==> src/rtl/oldland_cpuid_pkg.sv <==
// Shared definitions for the CPUID dump streamer: state encoding and sizing.
package oldland_cpuid_pkg;

  localparam int CPUID_NUM_REGS = 6;
  localparam int CPUID_SEL_W    = 3;

  typedef enum logic [2:0] {
    ST_IDLE = 3'd0,
    ST_SEL  = 3'd1,
    ST_EMIT = 3'd2,
    ST_CSUM = 3'd3,
    ST_FIN  = 3'd4
  } cpuid_state_t;

endpackage

==> src/rtl/oldland_cpuid_dump.sv <==
// Streams NUM_REGS CPUID words out of a ready/valid port, followed by their
// XOR checksum tagged with out_last, then pulses done for one cycle.
// The CPUID block itself lives beside this module; it is only addressed
// through reg_sel and answers combinationally on val.
module oldland_cpuid_dump
  import oldland_cpuid_pkg::*;
#(
  parameter int NUM_REGS = CPUID_NUM_REGS  // legal range 1..8
) (
  input  logic                   clk,
  input  logic                   rst,
  input  logic                   start,
  output logic                   busy,
  output logic [CPUID_SEL_W-1:0] reg_sel,
  input  logic [31:0]            val,
  output logic                   out_valid,
  input  logic                   out_ready,
  output logic [31:0]            out_data,
  output logic                   out_last,
  output logic                   done
);

  localparam logic [CPUID_SEL_W-1:0] LAST_IDX = CPUID_SEL_W'(NUM_REGS - 1);

  cpuid_state_t           state, state_n;
  logic [CPUID_SEL_W-1:0] idx, idx_n;
  logic [31:0]            csum, csum_n;
  logic [31:0]            data_n;
  logic                   valid_n, last_n;

  // State and stream registers; reset drops any pending word on the floor.
  always_ff @(posedge clk) begin
    if (rst) begin
      state     <= ST_IDLE;
      idx       <= '0;
      csum      <= '0;
      out_data  <= '0;
      out_valid <= 1'b0;
      out_last  <= 1'b0;
    end else begin
      state     <= state_n;
      idx       <= idx_n;
      csum      <= csum_n;
      out_data  <= data_n;
      out_valid <= valid_n;
      out_last  <= last_n;
    end
  end

  // Next-state and datapath updates; everything holds unless a step fires.
  always_comb begin
    state_n = state;
    idx_n   = idx;
    csum_n  = csum;
    data_n  = out_data;
    valid_n = out_valid;
    last_n  = out_last;
    unique case (state)
      ST_IDLE: begin
        if (start) begin
          state_n = ST_SEL;
          idx_n   = '0;
          csum_n  = '0;
        end
      end
      ST_SEL: begin
        // val is combinational from the CPUID block for reg_sel == idx.
        data_n  = val;
        csum_n  = csum ^ val;
        valid_n = 1'b1;
        state_n = ST_EMIT;
      end
      ST_EMIT: begin
        if (out_valid && out_ready) begin
          if (idx == LAST_IDX) begin
            // Checksum follows the last word back-to-back, valid stays up.
            data_n  = csum;
            last_n  = 1'b1;
            state_n = ST_CSUM;
          end else begin
            idx_n   = idx + 1'b1;
            valid_n = 1'b0;
            state_n = ST_SEL;
          end
        end
      end
      ST_CSUM: begin
        if (out_valid && out_ready) begin
          valid_n = 1'b0;
          last_n  = 1'b0;
          state_n = ST_FIN;
        end
      end
      ST_FIN: begin
        // Park idx at 0 so reg_sel reads 0 throughout IDLE.
        idx_n   = '0;
        state_n = ST_IDLE;
      end
      default: begin
        state_n = ST_IDLE;
        idx_n   = '0;
        valid_n = 1'b0;
        last_n  = 1'b0;
      end
    endcase
  end

  assign busy    = (state != ST_IDLE);
  assign done    = (state == ST_FIN);
  assign reg_sel = idx;

endmodule
==> config.mk <==
export PLATFORM = sky130hd
export DESIGN_NAME = oldland_cpuid_dump
export DESIGN_NICKNAME = d
export VERILOG_FILES = /design/src/rtl/oldland_cpuid_pkg.sv /design/src/rtl/oldland_cpuid_dump.sv
export SDC_FILE = /design/constraint.sdc
export NUM_CORES = 1
export LEC_CHECK = 0
export ABC_AREA = 1
export BUFFER_PORTS_ARGS = -buffer_cell sky130_fd_sc_hd__buf_4
export CORE_ASPECT_RATIO = 1.2
export CORE_MARGIN = 2
export CORE_UTILIZATION = 49
export DETAILED_ROUTE_END_ITERATION = 10
export GPL_ROUTABILITY_DRIVEN = 0
export PLACE_DENSITY_LB_ADDON = 0.05
export SYNTH_ARGS = -nofsm -noshare
export SYNTH_HDL_FRONTEND = slang
export SYNTH_SLANG_ARGS = --single-unit
==> constraint.sdc <==
create_clock -name clk -period 1.4 [get_ports clk]
set_input_delay 0.07 -clock clk [delete_from_list [all_inputs] [get_ports clk]]
set_output_delay 0.07 -clock clk [all_outputs]
set_load 0.01 [all_outputs]
==> flow_summary.yaml, run 1 <==
setup_path:
  critPathLaunchType: "flip-flop"
  rr_startpoint: "reg_sel[1]"
  critical_path.max_fanout: 9
  ff2ff_setup_slack_ns: 0.05
  r2r-end: "out_data[21]"
  endpoint_kind: "flip-flop"
  crit_arrival_ns: 1.59
  setup.worst_path.class: "flip-flop to flip-flop"
  required_ns: 1.64
  reg2regPathDepth: 10
sta:
  maxSlewHeadroom_pct: 83.30
  final_max_slew_viol_count: 0
  min_period_ns: 1.350
  post-route-period-util_pct: 96.46
  tns_ns: 0
  hold_violations: 0
  worst_slew_pin_slew_ns: 0.2488
  clock.fmax_mhz: 740.5
  setup_viol: 0
  worst_clock_skew_ns: 0.01051
  rsz0062_at_grt: "true"
final_layout:
  syn_to_final_growth_pct: 35.91
  layout-drive-gt1-share_pct: 23.67
  num_antenna_cells: 0
  fillers: 601
  utilization_pct: 68.39
  fin_nets: 654
grt:
  grt_pass1_vias: 2927
  antenna_found_initial: 0
  grt_max_degree: 35
  grt_use_total_pct: 21.18
  grt_overflow: 0
  grt_pass1_wl_mm: 12.65
min_path:
  holdPathEnd: "csum[27]"
  worstHoldStart: "val[27]"
  hold_path_depth: 4
  min_path_type: "primary input to flip-flop"
route:
  drc: 0
  vias: 3306
  drt_pre_antenna_iters: 4
  drt-initial-drc-count: 119
  postRouteAntennaNets: 0
  wl_mm: 8.445
  avgRoutedWirePerCell_um: 11.93
  routed_via_density: 4.669
status:
  outcome: "completed"
yosys:
  yosysWarningCount: 0
  syn_area_um2: 3428
  syn_avg_cell_area_um2: 6.518
  ys_seq_area_share_pct: 42.04
  synth_fp_nets: 564
  synthCells: 526
  synth-seq-cells: 72
  synthDistinctLibCells: 22
clocking:
  clkLatencyLatePin_ns: 0.35
  h-tree-depth: 3
  numClockSinks: 72
  cts_tree: "yes"
  cts_buffers: 9
  root_buffer: "clkbuf_8"
  clk_pin_slew_worst_paths_ns: 0.08
  cts_buffer_depth: 2
power_and_ir_drop:
  ir_drop_mv: 1.139
  total_power_uw: 7798
  p_leak_uw: 0.002378
  p_per_area_nw_per_um2: 1674
floorplanning:
  fp.dieH_um: 95.63
  rows: 33
  coreArea_um2: 6813
  die-area_um2: 7684
  initial_core_util_pct: 50.32
  die_x_um: 80.36
  io_pins: 75
placed_design:
  portBuffers: 74
  dp_hpwl_mm: 5.187
flow_run:
  maxCapViolations: 0
==> cells in the mapped netlist <==
cell	count	area (um^2)
o21ai_0	2	10.01
buf_2	12	60.06
buf_1	3	11.26
nor4_1	1	6.260
nor2_1	99	371.6
clkbuf_1	3	11.26
nand3_1	16	80.08
o21bai_1	1	7.510
buf_6	5	56.30
nand2_1	202	758.2
o21ai_1	9	45.04
buf_4	1	7.510
inv_1	54	202.7
xor2_1	24	210.2
nor2_8	1	20.02
dfxtp_1	72	1441
a21oi_1	10	50.05
nand2_2	5	31.28
ha_1	2	25.02
inv_2	1	3.750
nor2_2	1	6.260
or2_0	2	12.51
==> logic make-up after synthesis <==
kind of cell | share of synthesized area, %
AO/OA/AOI/OAI | 3.285
XOR/XNOR | 6.131
adder cells (fa/ha/maj) | 0.7298
buffers and inverters | 10.29
flip-flops | 42.04
AND/OR/NAND/NOR | 37.52
==> cells in the final DEF (no fill, tap or decap), drive strengths merged <==
cell         instances
o21bai               1
nor2               101
or2                  2
ha                   2
clkinvlp             1
clkbuf              15
nand3               16
dlygate4sd3          5
buf                 93
bufinv               1
inv                 55
nand2              208
dfxtp               72
o21ai               11
clkinv               3
a21oi               10
xor2                24
nor4                 1
==> state kept, by name, summed over array words and instances, names as in the netlist <==
| register | cells |
|---|---|
| out_last | 1 |
| reg_sel | 3 |
| state | 3 |
| out_valid | 1 |
| out_data | 32 |
| csum | 32 |
==> how the worst max path moves through the flow <==
stage	startpoint	endpoint	slack, ns
final	reg_sel[1]	out_data[21]	0.05
after global routing	reg_sel[1]	out_data[25]	-0.03
after CTS	state[2]	csum[19]	0.01
after detailed placement	state[2]	csum[1]	0.03
after global placement	reg_sel[1]	out_data[25]	0.05
after floorplan	reg_sel[0]	out_data[0]	0.0006
==> timing repair <==
item	4_1_cts	5_1_grt
endpoints found under the setup margin	0	59
hold buffers	5	0
endpoints found under the hold margin	7	0
resized for setup	0	46
setup buffers	0	1
==> critical path, stage by stage, from the launching register on <==
cell,delay [ns]
dfxtp_2,0.32
inv_2,0.06
ha_4,0.12
nand2_2,0.05
inv_2,0.09
nand2_4,0.07
nand2_8,0.11
nand2_8,0.10
clkbuf_16,0.18
nor2_1,0.09
nor2_1,0.06
==> per-stage QoR <==
step	setup WS, ns	hold WS, ns	cell area [um^2]	instances
final	0.04955	0.02021	4659	708
after global routing	-0.03453	0.03096	4659	708
after CTS	0.009572	0.01447	4368	700
after detailed placement	0.02865	0.2761	4120	679
after global placement	0.04567	0.2712	4120	679
after floorplan	0.0005589	0.1391	3428	526
==> area by class of cell <==
class,count,area (um^2),area share [%]
clock inverters,5,56.30,1.208
well taps,87,108.9,2.336
multi-input cells,376,1765,37.89
inverters,55,211.5,4.538
flip-flops and latches,72,1450,31.12
repair buffers,102,925.9,19.87
clock buffers,11,141.4,3.034
==> metal layers <==
metal  GRT usage (%)  vias up  share of wire [%]  wire (um)
met5               0        -                  0          0
met4           10.73        0                2.2        189
met3           3.977       11                3.8        321
met2           36.67       62                 49       4111
met1           24.84     1500                 45       3823
li1                -     1733                  -          -
==> where the power goes <==
| group | switching, uW | internal (uW) |
|---|---|---|
| clock network | 796 | 870 |
| registers | 262 | 2480 |
| logic | 1840 | 1540 |
No activity file was read; power rests on OpenSTA's default activity.
==> run 2, diff against run 1 <==
--- a/config.mk
+++ b/config.mk
@@ -12,6 +12,7 @@
 export CORE_UTILIZATION = 49
 export DETAILED_ROUTE_END_ITERATION = 10
 export GPL_ROUTABILITY_DRIVEN = 0
+export GPL_TIMING_DRIVEN = 0
 export PLACE_DENSITY_LB_ADDON = 0.05
 export SYNTH_ARGS = -nofsm -noshare
 export SYNTH_HDL_FRONTEND = slang
==> run 2 against run 1 <==
Net effect:
- the run now ends with negative setup slack left
- utilization up 0.97 points
- final area up 1.4%
- total power down 0.74%
- sequential share of layout area down 0.38 points
- critical endpoint is now out_data[22]
==> flow_summary.yaml, run 2 (same netlist as run 1, synthesis figures left out) <==
route:
  drt-initial-drc-count: 148
  vias: 3352
  wl_mm: 8.483
  postRouteAntennaNets: 0
  routed_via_density: 4.662
  drt_pre_antenna_iters: 4
  drc: 0
  avgRoutedWirePerCell_um: 11.80
clocking:
  cts_buffer_depth: 2
  h-tree-depth: 3
  cts_tree: "yes"
  root_buffer: "clkbuf_8"
  clkLatencyLatePin_ns: 0.35
  cts_buffers: 9
  clk_pin_slew_worst_paths_ns: 0.08
  numClockSinks: 72
power_and_ir_drop:
  pwr-share-seq_pct: 35.4
  clkPwrFrac_pct: 18.4
  ir_drop_mv: 0.8783
  total_power_uw: 7740
  p_comb_share_pct: 46.2
  p_sw_uw: 2930
  p_leak_uw: 0.002391
  p_per_area_nw_per_um2: 1638
  p_int_uw: 4810
  swShare_pct: 37.85
final_layout:
  fin_nets: 667
  stdcell_area_um2: 4726
  fillers: 620
  utilization_pct: 69.37
  final_cell_mix: "nand2_1, buf_4, nor2_1"
  layout-drive-gt1-share_pct: 27.53
  top_regs: "csum (32), out_data (32)"
  num_antenna_cells: 0
  syn_to_final_growth_pct: 37.85
  final_common_cell: "nand2_1"
floorplanning:
  rows: 33
  die-area_um2: 7684
  coreArea_um2: 6813
  fp.dieH_um: 95.63
  io_pins: 75
  die_x_um: 80.36
  initial_core_util_pct: 50.32
setup_path:
  setup.worst_path.class: "flip-flop to flip-flop"
  critical_path.max_fanout: 10
  endpoint_kind: "flip-flop"
  crit_arrival_ns: 1.69
  critPathLaunchType: "flip-flop"
  required_ns: 1.65
sta:
  rsz0062_at_grt: "true"
  fin_ws_ns: -0.04084
  holdWs_ns: 0.01194
  final_max_slew_viol_count: 0
  worst_slew_pin_slew_ns: 0.5261
  clock.fmax_mhz: 694.0
  worst_clock_skew_ns: 0.01192
  min_period_ns: 1.441
  post-route-period-util_pct: 102.9
  hold_violations: 0
  maxSlewHeadroom_pct: 64.92
  setup_viol: 26
placed_design:
  pre_cts_ws_ns: -0.2016
  placed_area_um2: 4093
  dp_hpwl_mm: 5.494
  portBuffers: 74
status:
  outcome: "finished, violations left"
  failed_checks: "negative setup slack"
grt:
  grt_overflow: 0
  antenna_found_initial: 0
  grt_max_degree: 12
  grt_use_total_pct: 21.60
  grt_pass1_wl_mm: 12.76
  grt_pass1_vias: 2904
flow_run:
  maxCapViolations: 0
min_path:
  min_path_type: "primary input to flip-flop"
## run 2: layout make-up
| cell class | instances | area (um^2) | share of cell area (%) |
|---|---|---|---|
| Sequential cell | 72 | 1453 | 30.74 |
| Tap cell | 87 | 108.9 | 2.303 |
| Clock inverter | 4 | 22.52 | 0.4766 |
| Multi-Input combinational cell | 375 | 1793 | 37.94 |
| Timing Repair Buffer | 93 | 782.0 | 16.55 |
| Clock buffer | 10 | 137.6 | 2.912 |
| Inverter | 55 | 209.0 | 4.421 |
| Buffer | 23 | 220.2 | 4.660 |
## run 2: path summary, 6_finish.rpt
kind / slack, ns / cells after the start / startpoint / end
max: -0.04 / 10 / state[0] / out_data[22]
min: 0.01 / 4 / val[9] / csum[9]
max reg2reg: -0.04 / 10 / state[0] / out_data[22]
min reg2reg: 0.46 / 2 / csum[0] / csum[0]
## run 2: layer usage
| metal | share of wire (%) | wire [um] | track usage, % | up-vias |
|---|---|---|---|---|
| li1 | - | - | - | 1756 |
| met3 | 4.6 | 389 | 3.883 | 12 |
| met2 | 49 | 4198 | 36.39 | 80 |
| met5 | 0 | 0 | 0 | - |
| met1 | 44 | 3756 | 26.58 | 1504 |
| met4 | 1.6 | 138 | 10.31 | 0 |
## run 2: through the flow
stage	setup TNS [ns]	std cells
floorplan	0	526
global placement	-8.210	687
finish	-0.4344	719
global route	-2.927	719
detailed placement	-8.946	687
CTS	-0.06455	711
## run 2: what timing repair did
action | CTS | global route
hold buffers | 4 | 0
pin swaps | 1 | 10
buffers inserted | 6 | 5
gates resized for setup | 21 | 63
gates cloned | 0 | 4
setup endpoints to repair | 64 | 69
hold endpoints to repair | 6 | 0
## run 2: critical path, stage by stage (launching register included)
cell       delay (ns)
dfxtp_4          0.37
inv_4            0.07
nand2_4          0.06
nor2_8           0.15
nand2_4          0.08
nand2_4          0.06
nand2_4          0.07
clkbuf_16        0.17
buf_12           0.14
nor2_1           0.12
nor2_2           0.04
## run 2: power by group through the flow
stage / registers (uW) / logic [uW] / clock network (uW)
after floorplan: 2870 / 1700 / 0
after global routing: 2790 / 3960 / 1530
final: 2740 / 3580 / 1420
after CTS: 2720 / 2990 / 1450
after detailed placement: 2770 / 2790 / 0
after global placement: 2750 / 2750 / 0
==> run 3, diff against run 2 <==
--- a/config.mk
+++ b/config.mk
@@ -5,11 +5,10 @@
 export SDC_FILE = /design/constraint.sdc
 export NUM_CORES = 1
 export LEC_CHECK = 0
-export ABC_AREA = 1
 export BUFFER_PORTS_ARGS = -buffer_cell sky130_fd_sc_hd__buf_4
 export CORE_ASPECT_RATIO = 1.2
 export CORE_MARGIN = 2
-export CORE_UTILIZATION = 49
+export CORE_UTILIZATION = 48
 export DETAILED_ROUTE_END_ITERATION = 10
 export GPL_ROUTABILITY_DRIVEN = 0
 export GPL_TIMING_DRIVEN = 0
==> run 3 against run 2 <==
Net effect:
- non-clock buffer count down 4
- wire length up 5.5%
- largest cell class unchanged
- the run still ends with negative setup slack left
- combinational power down 68%
==> flow_summary.yaml, run 3 <==
clocking:
  cts_buffer_depth: 2
  h-tree-depth: 3
  clk_pin_slew_worst_paths_ns: 0.08
  ctsHoldBuffers: 0
  cts_buffers: 9
  root_buffer: "clkbuf_8"
  cts_tree: "yes"
  numClockSinks: 72
  clkLatencyLatePin_ns: 0.34
sta:
  hold_violations: 0
  clock.fmax_mhz: 643.3
  rsz0062_at_grt: "true"
  worst_slew_pin_slew_ns: 0.7716
  fin_ws_ns: -0.1545
  post-route-period-util_pct: 111.0
  tns_ns: -6.185
  maxSlewHeadroom_pct: 48.56
  min_period_ns: 1.554
  worst_clock_skew_ns: 0.009953
  final_max_slew_viol_count: 0
  setup_viol: 63
yosys:
  synth.largest_area_cell: "dfxtp_1"
  yosysWarningCount: 0
  yosysTopAreaCellShare_pct: 43.50
  synth.most_common_cell: "dfxtp_1"
  synthFlopType: "dfxtp_1"
  ys_seq_area_share_pct: 43.50
  synth.top_cells.by_area: "dfxtp_1, mux2i_1, a221oi_1, or3_1, a21oi_1"
  synth_edf_count: 0
  syn_avg_cell_area_um2: 8.742
  syn_area_um2: 3313
  synth_fp_nets: 417
  synthDistinctLibCells: 37
  synthTopCellsByCount: "dfxtp_1, a21oi_1, inv_1"
  synth-seq-cells: 72
  synthCells: 379
  async_flop_share_pct: 0
grt:
  grt_overflow: 0
  grt_pass1_vias: 3099
  antenna_found_initial: 0
  grt_max_degree: 13
  grt_use_total_pct: 23.94
  grt_use_met3_pct: 4.261
  busiest_layer: "met2"
  grtUsageMet2_pct: 43.00
  grt_pass1_wl_mm: 14.26
  gr-usage-met1_pct: 28.73
setup_path:
  setup.worst_path.class: "flip-flop to flip-flop"
  max_stage_delay_ns: 0.49
  critical_path.max_fanout: 10
  path_buf_inv: 1
  crit_slowest_cell: "or3b_4"
  required_ns: 1.64
  endpoint_kind: "flip-flop"
  crit_arrival_ns: 1.80
  path_cells: "or3b_4 -> buf_12 -> mux2i_1 -> a221oi_2"
  critPathLaunchType: "flip-flop"
  crit_family: "simple AND/OR/NAND/NOR gates"
min_path:
  min_path_type: "primary input to flip-flop"
floorplanning:
  fp.dieH_um: 95.01
  initial_core_util_pct: 48.93
  rows: 33
  io_pins: 75
  coreArea_um2: 6771
  die-area_um2: 7586
  die_x_um: 79.84
route:
  routed_via_density: 5.649
  vias: 3186
  postRouteAntennaNets: 0
  avgRoutedWirePerCell_um: 15.87
  drt-initial-drc-count: 148
  drt_pre_antenna_iters: 4
  drc: 0
  wl_mm: 8.951
power_and_ir_drop:
  clkPwrFrac_pct: 36.5
  p_comb_share_pct: 21.3
  swShare_pct: 26.98
  ir_drop_mv: 0.6898
  p_leak_uw: 0.002151
  pwr-share-seq_pct: 42.1
  p_sw_uw: 1451
  p_per_area_nw_per_um2: 1127
  p_int_uw: 3925
placed_design:
  pre_cts_ws_ns: -0.2727
  dp_hpwl_mm: 5.724
  placed_area_um2: 4235
  portBuffers: 74
  dp_cells: 540
final_layout:
  final_common_cell: "buf_4"
  layout-drive-gt1-share_pct: 39.20
  fin_cells: 564
  fin_nets: 510
  num_antenna_cells: 0
  utilization_pct: 70.42
  stdcell_area_um2: 4768
  top_regs: "csum (32), out_data (32)"
  final_cell_mix: "buf_4, dfxtp_1, inv_1"
  fillers: 551
  syn_to_final_growth_pct: 43.92
status:
  outcome: "finished, violations left"
  failed_checks: "negative setup slack"
flow_run:
  maxCapViolations: 0
-- run 3: changes by cell type after synthesis, sizes merged, moves of 19 or more --
cell	before	now
inv	55	36
o21ai	11	34
or3	0	34
mux2i	0	33
nor2	101	35
xor2	24	0
a221oi	0	32
nand2	207	5
a21oi	10	36
-- run 3: power groups by stage --
stage | Sequential, uW | Combinational [uW] | Clock [uW]
after floorplan | 2330 | 608 | 0
after global placement | 2300 | 996 | 0
after detailed placement | 2310 | 1020 | 0
after CTS | 2260 | 1110 | 1990
after global routing | 2280 | 1250 | 2070
final | 2260 | 1150 | 1960
-- run 3: worst reg2reg max path, cell delays in order (launching register included) --
cell and delay (ns):
dfxtp_4 0.39, or3b_4 0.49, buf_12 0.19, mux2i_1 0.13
a221oi_2 0.26
-- run 3: what timing repair did --
item | in CTS | in global routing
setup buffers | 6 | 1
resized for setup | 38 | 36
pin swaps | 15 | 12
gates cloned | 2 | 1
endpoints found under the hold margin | 0 | 0
endpoints found under the setup margin | 63 | 67
-- run 3: final cells by class --
cell class | instances | area (um^2) | share of cell area [%]
Clock inverter | 6 | 107.6 | 2.257
Sequential cell | 72 | 1450 | 30.41
Tap cell | 87 | 108.9 | 2.283
Buffer | 28 | 286.5 | 6.009
Multi-Input combinational cell | 241 | 1894 | 39.73
Inverter | 36 | 135.1 | 2.834
Timing Repair Buffer | 84 | 658.1 | 13.80
Clock buffer | 10 | 127.6 | 2.676
-- run 3: final timing paths --
kind | startpoint | end | slack (ns) | cells past startpoint
setup / recovery | state[1] | out_data[30] | -0.15 | 4
hold / removal | rst | state[0] | 0.04 | 3
setup reg to reg | state[1] | out_data[30] | -0.15 | 4
hold reg to reg | csum[29] | csum[29] | 0.49 | 2
-- run 3: cells by family (layout without fill, tap and decap cells) --
kind of cell | Yosys count | in the layout | synth area share, %
adders and majority gates | 2 | 2 | 0.7552
buffers and inverters | 66 | 164 | 8.648
AOI/OAI and AO/OA | 112 | 112 | 21.49
DFF | 72 | 72 | 43.50
and+or+nand+nor | 94 | 94 | 15.64
muxes | 33 | 33 | 9.970
-- run 3: routing by layer --
layer	routed length (um)	share of wire [%]	vias up
met4	98	1.1	0
met1	3856	43	1560
met2	4694	52	63
met3	301	3.4	11
li1	-	-	1552
met5	0	0	-
-- run 3: per-stage QoR --
| stage | total power (uW) | hold WS [ns] |
|---|---|---|
| after CTS | 5362 | 0.02404 |
| after global routing | 5605 | 0.04208 |
| final | 5376 | 0.04164 |
| after floorplan | 2942 | 0.2670 |
| after global placement | 3297 | 0.3923 |
| after detailed placement | 3325 | 0.4140 |
